===== src/rtl/dot_product_sequencer.sv =====
// Control stage for the matrix accelerator: packs operand pairs P at a time into the multiplier lanes,
// steps the accelerator through multiply, accumulate and final reduction, and returns the dot product.
module dot_product_sequencer #(
    parameter int unsigned P        = 4,
    parameter int unsigned BW       = 16,
    parameter int unsigned AW       = 2,
    parameter int unsigned XBAR_LAT = 1
) (
    input  logic              Clk,
    input  logic              Rst,
    input  logic              op_valid,
    output logic              op_ready,
    input  logic [BW-1:0]     op_a,
    input  logic [BW-1:0]     op_b,
    input  logic              op_last,
    output logic [P*BW-1:0]   mul_a_o,
    output logic [P*BW-1:0]   mul_b_o,
    output logic [P-1:0]      m_start_o,
    input  logic [P-1:0]      m_ready_i,
    output logic              direct_o,
    output logic [AW-1:0]     addr_sel_o,
    output logic [P-1:0]      add_o,
    output logic              final_add_o,
    input  logic              final_ready_i,
    input  logic [2*BW-1:0]   final_acc_i,
    output logic              acc_clr_o,
    output logic              res_valid,
    input  logic              res_ready,
    output logic [2*BW-1:0]   res_data
);

    localparam int unsigned IW = (P > 1) ? $clog2(P) : 1;
    localparam int unsigned CW = (XBAR_LAT > 1) ? $clog2(XBAR_LAT) : 1;
    localparam logic [IW-1:0] LAST_IDX = IW'(P - 1);
    localparam logic [CW-1:0] XLAST    = CW'(XBAR_LAT - 1);

    typedef enum logic [3:0] {
        S_FILL,
        S_ISSUE,
        S_WAIT_MUL,
        S_XWAIT,
        S_ADD,
        S_FINAL,
        S_WAIT_FIN,
        S_OUT,
        S_CLEAR
    } state_t;

    state_t          state;
    logic [IW-1:0]   idx;
    logic            last_q;
    logic            mul_first;
    logic [CW-1:0]   xcnt;

    // The crossbar is only ever used in direct mode at address 0.
    assign direct_o   = 1'b1;
    assign addr_sel_o = '0;

    always_ff @(posedge Clk or posedge Rst) begin
        if (Rst) begin
            state       <= S_FILL;
            idx         <= '0;
            last_q      <= 1'b0;
            mul_first   <= 1'b0;
            xcnt        <= '0;
            op_ready    <= 1'b0;
            mul_a_o     <= '0;
            mul_b_o     <= '0;
            m_start_o   <= '0;
            add_o       <= '0;
            final_add_o <= 1'b0;
            acc_clr_o   <= 1'b0;
            res_valid   <= 1'b0;
            res_data    <= '0;
        end else begin
            case (state)
                S_FILL: begin
                    if (op_valid && op_ready) begin
                        for (int k = 0; k < P; k++) begin
                            if (idx == IW'(k)) begin
                                mul_a_o[k*BW +: BW] <= op_a;
                                mul_b_o[k*BW +: BW] <= op_b;
                            end
                        end
                        idx    <= idx + IW'(1);
                        last_q <= op_last;
                        // Batch closes on a full set of lanes or on the vector's last pair.
                        if (op_last || idx == LAST_IDX) begin
                            state     <= S_ISSUE;
                            op_ready  <= 1'b0;
                            m_start_o <= '1;
                        end
                    end else begin
                        op_ready <= 1'b1;
                    end
                end
                S_ISSUE: begin
                    m_start_o <= '0;
                    mul_first <= 1'b1;
                    state     <= S_WAIT_MUL;
                end
                S_WAIT_MUL: begin
                    // m_ready_i may still show the previous batch during the first cycle.
                    if (mul_first) begin
                        mul_first <= 1'b0;
                    end else if (&m_ready_i) begin
                        if (XBAR_LAT == 0) begin
                            state <= S_ADD;
                            add_o <= '1;
                        end else begin
                            state <= S_XWAIT;
                            xcnt  <= '0;
                        end
                    end
                end
                S_XWAIT: begin
                    if (xcnt == XLAST) begin
                        state <= S_ADD;
                        add_o <= '1;
                    end else begin
                        xcnt <= xcnt + CW'(1);
                    end
                end
                S_ADD: begin
                    add_o   <= '0;
                    mul_a_o <= '0;
                    mul_b_o <= '0;
                    idx     <= '0;
                    if (last_q) begin
                        state       <= S_FINAL;
                        final_add_o <= 1'b1;
                    end else begin
                        state    <= S_FILL;
                        op_ready <= 1'b1;
                    end
                end
                S_FINAL: begin
                    final_add_o <= 1'b0;
                    state       <= S_WAIT_FIN;
                end
                S_WAIT_FIN: begin
                    if (final_ready_i) begin
                        res_data  <= final_acc_i;
                        res_valid <= 1'b1;
                        state     <= S_OUT;
                    end
                end
                S_OUT: begin
                    if (res_ready) begin
                        res_valid <= 1'b0;
                        acc_clr_o <= 1'b1;
                        state     <= S_CLEAR;
                    end
                end
                S_CLEAR: begin
                    acc_clr_o <= 1'b0;
                    last_q    <= 1'b0;
                    op_ready  <= 1'b1;
                    state     <= S_FILL;
                end
                default: begin
                    state       <= S_FILL;
                    idx         <= '0;
                    last_q      <= 1'b0;
                    op_ready    <= 1'b0;
                    m_start_o   <= '0;
                    add_o       <= '0;
                    final_add_o <= 1'b0;
                    acc_clr_o   <= 1'b0;
                    res_valid   <= 1'b0;
                end
            endcase
        end
    end

endmodule


===== config.mk =====
export PLATFORM = sky130hd
export DESIGN_NAME = dot_product_sequencer
export DESIGN_NICKNAME = d
export VERILOG_FILES = /design/src/rtl/dot_product_sequencer.sv
export SDC_FILE = /design/constraint.sdc
export NUM_CORES = 1
export LEC_CHECK = 0
export BUFFER_PORTS_ARGS = -buffer_cell sky130_fd_sc_hd__buf_2
export CAP_MARGIN = 40
export CORE_UTILIZATION = 42
export DETAILED_ROUTE_END_ITERATION = 16
export GPL_TIMING_DRIVEN = 0
export PLACE_DENSITY_LB_ADDON = 0.08
export SETUP_SLACK_MARGIN = 0.4
export SLEW_MARGIN = 20
export SYNTH_ARGS = -nofsm -noshare
export SYNTH_HDL_FRONTEND = slang
export SYNTH_SLANG_ARGS = --single-unit

===== constraint.sdc =====
create_clock -name Clk -period 7.1 [get_ports Clk]
set_clock_uncertainty 0.15 [all_clocks]
set_input_delay 1.42 -clock Clk [delete_from_list [all_inputs] [get_ports Clk]]
set_output_delay 1.42 -clock Clk [all_outputs]
set_load 0.01 [all_outputs]

# Word-level counts from Yosys, hierarchy flattened
# Cells that the tools add are included.
[totals]
ff_bits = 181
input_bits = 74
output_inout_bits = 175
[classes]
addsub = 2
n_eq_ne = 25
mux = 46
n_bitwise = 8
n_reduce_logical = 31
[op_table]
columns = ["cell", "count"]
rows = [
  ["$pmux 64 s2", 2],
  ["$mux 16", 8],
  ["$mux 64", 2],
  ["$reduce_or 7->1", 7],
  ["$mux 4", 10],
  ["$pmux 4 s8", 1],
  ["$ne 2x2->1 const B", 13],
  ["$reduce_and 3->1", 8],
  ["$eq 4x3->1 const B", 4],
  ["$pmux 4 s2", 2],
  ["$reduce_and 2->1", 6],
  ["$mux 1", 11],
  ["$pmux 1 s2", 5],
  ["$eq 4x2->1 const B", 2],
  ["$not 1->1", 8],
  ["$reduce_and 7->1", 1],
  ["$reduce_bool 2->1", 3],
  ["$reduce_or 6->1", 1],
  ["$eq 2x2->1 const B", 2],
  ["$eq 4x1->1 const B", 1],
  ["$eq 4x4->1 const B", 1],
  ["$logic_not 4->1", 1],
  ["$pmux 1 s4", 1],
  ["$pmux 2 s2", 1],
  ["other kinds (11)", 11],
]

# Depth between registers and ports, before layout
[logic_depth]
ltp_word = 5
depth_mapped = 6

# Worst setup path before layout
# OpenSTA, ideal clock, no wires.
[synth_timing]
kind = "input to register"
from = "input port final_ready_i"
to = "register res_data[0]"
setup_time_ps = 125
arrival_time_ps = 2425
t_required_ps = 6825
path_slack_ps = 4400
cell_stages = 4
cell_sequence = "nand2_1 -> nor3_1 -> buf_2 -> mux2_2"
[synth_between]
elab_chain_cells = 1
[synth_rtl]
columns = ["item", "line", "source"]
rows = [
  ["from (decl)", "24", "input logic final_ready_i,"],
  ["$reduce_and 2->1 (no source line)", "n/a", ""],
  ["to (signal assigned)", "143", "res_data <= final_acc_i;"],
  ["to (decl)", "29", "output logic [2*BW-1:0] res_data"],
]
# Every way passes these cells.
# A chain may end at the register's enable or synchronous reset.

# Final worst setup path
[layout_timing]
from = "input port final_ready_i"
to = "register res_data[6]"
# The elaborated chain is that of the path after synthesis.

==> metrics.md <==
| Metric | Value |
|---|---|
| TritonCTS clock tree | yes |
| Max-slew violations | 0 |
| Port Buffers | about 250 |
| Syn Area/Cell | approximately 14 µm² |
| Share of post-route cells with drive strength above 1 | 53.3% |
| Clock period minus final worst setup slack | between 2 and 3 ns |
| Multi-input gate area | 0.00253 mm² |
| Synth-to-Final Area Change | 30.1% |
| DIE HEIGHT | approximately 130 µm |
| Largest area contributor in the netlist | dfrtp_1 |
| DR iter-0 viols | approximately 210 |
| GP Congestion | between 0.8 and 0.9 |
| FFs w/ async S/R, synth | 100% |
| Pre-antenna DRT Iters | 4 |
| CP cell instances | buf_2, nand2_1, nor3_1, buf_2, mux2_2 |
| Layout Nets | about 840 |
| Status | complete, no violations |
| Clock slew at reported path FFs | roughly 0.060 ns |
| Vias | about 4900 |
| Ys flop type | dfrtp_1 |
| Post-route ant nets | 0 |
| Via density | about 4.9 |
| Design Area, Final | between 0.009 and 0.01 mm² |
| PwrDens | 496 mW/mm² |
| Max-slew headroom | a little over two fifths |
| Num CTS Buffers | 17 |
| Initial Utilization | a little over two fifths |
| Slowest cell on the critical path | nor3_1 |
| Cts-stage hold buffer count | 0 |
| Most frequent CP cell | buf_2 |
| Synth Instances | between 400 and 500 |
| Register area share after synthesis | roughly 61% |
| H-Tree Depth | 4 |
| Synth cell types | 43 |
| Mapped cell area | 0.00712 mm² |
| First-pass GRT wire length | ~27000 µm |
| Dpl cells | 960 |
| Ys Warns | 0 |
| Antenna diodes | 0 |
| FILL cells | around 1500 |
| CTS sink cnt | 174 |
| Fin cells | about 990 |
| Tot GR Track Use | approximately 20% |
| I/O pin count | ~250 |
| Yosys reg bits | ~170 |
| Hpwl dp | 12100 µm |
| Max Cap Viol | 0 |
| Post-synth EDFFs | 0 |
| RSZ-0062 raised after global routing | false |
| Worst-case clock buffer depth | 2 |
| Wire per inst | between 15 and 20 µm |
| Hold_ws | roughly 0.33 ns |
| CORE AREA | 0.0166 mm² |
| Slowest stage delay, CP | roughly 0.66 ns |
| Crit path max fanout | 10 |
| Vias in the first global route | 5030 |
| Hold crit path type | flip-flop to flip-flop |
| Crit share post-route | 40.3% |
| Family with the most delay on the worst path | simple AND/OR/NAND/NOR gates |
| GRT overflow | 0 |
| Req. time, crit path | a little over 7 ns |
| Final setup fails | 0 |
| Crit Path Category | input port to flip-flop |
| Main area contributors after synthesis | dfrtp_1 (61%), mux2_2 (16%), mux2_1 (9.0%) |
| CTS root buf | clkbuf_16 |
| Leak | about 4.5 nW |
| Clock Latency Late Sink | 0.42 ns |
| FF+latch area | approximately 0.0044 mm² |
| Post-synth top area share | between 60% and 70% |
| Initial antenna violation count | 0 |
| Setup crit start kind | input port |
| Maximum vdd ir drop | ~0.20 mV |
| Fin. Hold Viols | 0 |
| Worst Path Arrival | between 3 and 4 ns |
| Total die area | between 0.015 and 0.02 mm² |
| Max Freq | approximately 350 MHz |
| Drt total wl | around 17000 µm |
| Post-CTS setup buffers | 0 |
| DRC viols | 0 |
| FP Rows | between 40 and 50 |
| Largest net degree at the start of global routing | 90 |
| CTS resizes | 0 |
| DP Area | approximately 0.0087 mm² |
| Worst-margin pin slew | between 0.8 and 0.9 ns |
| CP bufs+invs | 2 |
| Crit end category | flip-flop |
| Die Wd | between 100 and 150 µm |
==> cell usage after synthesis, drive strengths merged, types with 2 or more instances <==
library cell	count
a21oi	6
a31oi	7
and2	33
buf	29
clkbuf	8
conb	2
dfrtp	174
ha	4
inv	7
mux2	161
nand2	6
nand2b	2
nand4	2
nor2	12
nor2b	2
nor3	8
nor3b	3
o21ai	5
o31ai	2
or2	2
or3	2
==> final timing paths <==
kind	from	endpoint	slack, ns	depth (start not counted)
hold / removal	mul_b_o[47]$_DFFE_PP0P_	mul_b_o[47]$_DFFE_PP0P_	0.33	1
min in group asynchronous	Rst	res_data[15]$_DFFE_PP0P_	0.91	2
max in group asynchronous	Rst	mul_b_o[29]$_DFFE_PP0P_	5.04	3
hold reg to reg	mul_b_o[47]$_DFFE_PP0P_	mul_b_o[47]$_DFFE_PP0P_	0.33	1
setup / recovery	final_ready_i	res_data[6]$_DFFE_PP0P_	4.24	5
setup reg to reg	state[2]$_DFFE_PP0P_	res_data[6]$_DFFE_PP0P_	4.64	5
==> power by group <==
group / switching, mW / internal [mW]
clock network: 0.389 / 0.565
logic: 0.957 / 0.931
registers: 0.261 / 1.49
total: 1.61 / 2.99
==> cell families (layout without fill, tap and decap cells) <==
logic type      after synthesis  in the layout  synth area share, %
flops                       174            174                 61.1
mux                         162            162                 25.6
simple gates                 76             76                 6.20
buf+inv                      44            321                 3.36
compound gates               31             31                 2.90
fa+ha+maj                     4              4                0.703
other cells                   2              3                0.105
==> registers in the layout (all words and copies together), names as in the netlist, 2 cells and up <==
signal and cells:
mul_a_o 64, mul_b_o 64, res_data 32, state 4
idx 2
==> cell type report <==
cell class	instances	share of cell area [%]
Buffer	37	2.30
Timing Repair Buffer	246	13.5
Clock inverter	12	1.72
Tap cell	220	2.97
Inverter	7	0.365
Clock buffer	19	4.78
Multi-Input combinational cell	276	27.3
Sequential cell	174	47.0
==> cells in the final DEF (no fill, tap or decap), types with 2 or more instances in the layout <==
master,n
nor3b_1,3
clkbuf_16,17
bufinv_16,3
a31oi_1,7
nand2_1,6
a21oi_1,6
o21ai_0,5
nand2b_1,2
nor2b_1,2
buf_6,3
inv_1,6
clkinvlp_4,2
ha_1,4
and2_1,33
o31ai_1,2
buf_4,9
dfrtp_1,174
mux2_1,57
buf_2,259
inv_6,4
or3_1,2
buf_1,3
nor2_1,12
nor3_1,5
mux2_2,104
nor3_2,3
clkbuf_1,9
nand4_1,2
clkinv_2,2
conb_1,3
==> per-stage QoR <==
stage / utilization (%) / setup WS (ns) / setup TNS (ns) / total power [mW]
floorplan: - / 0.813 / 0 / 2.89
detailed placement: 52.2 / 3.79 / 0 / 3.69
global placement: 52.0 / -0.946 / -162.95 / 3.62
finish: 55.9 / 4.24 / 0 / 4.60
global route: 55.9 / 4.19 / 0 / 4.90
CTS: 55.9 / 4.24 / 0 / 4.66
==> metal layers <==
| layer | global-route usage, % | share of wire (%) | up-vias |
|---|---|---|---|
| met3 | 5.92 | 6.7 | 18 |
| met5 | 0 | 0 | - |
| met2 | 32.0 | 47 | 184 |
| met1 | 26.1 | 44 | 2445 |
| li1 | - | - | 2242 |
| met4 | 7.47 | 1.7 | 0 |
(Power assumes the default switching activity.)
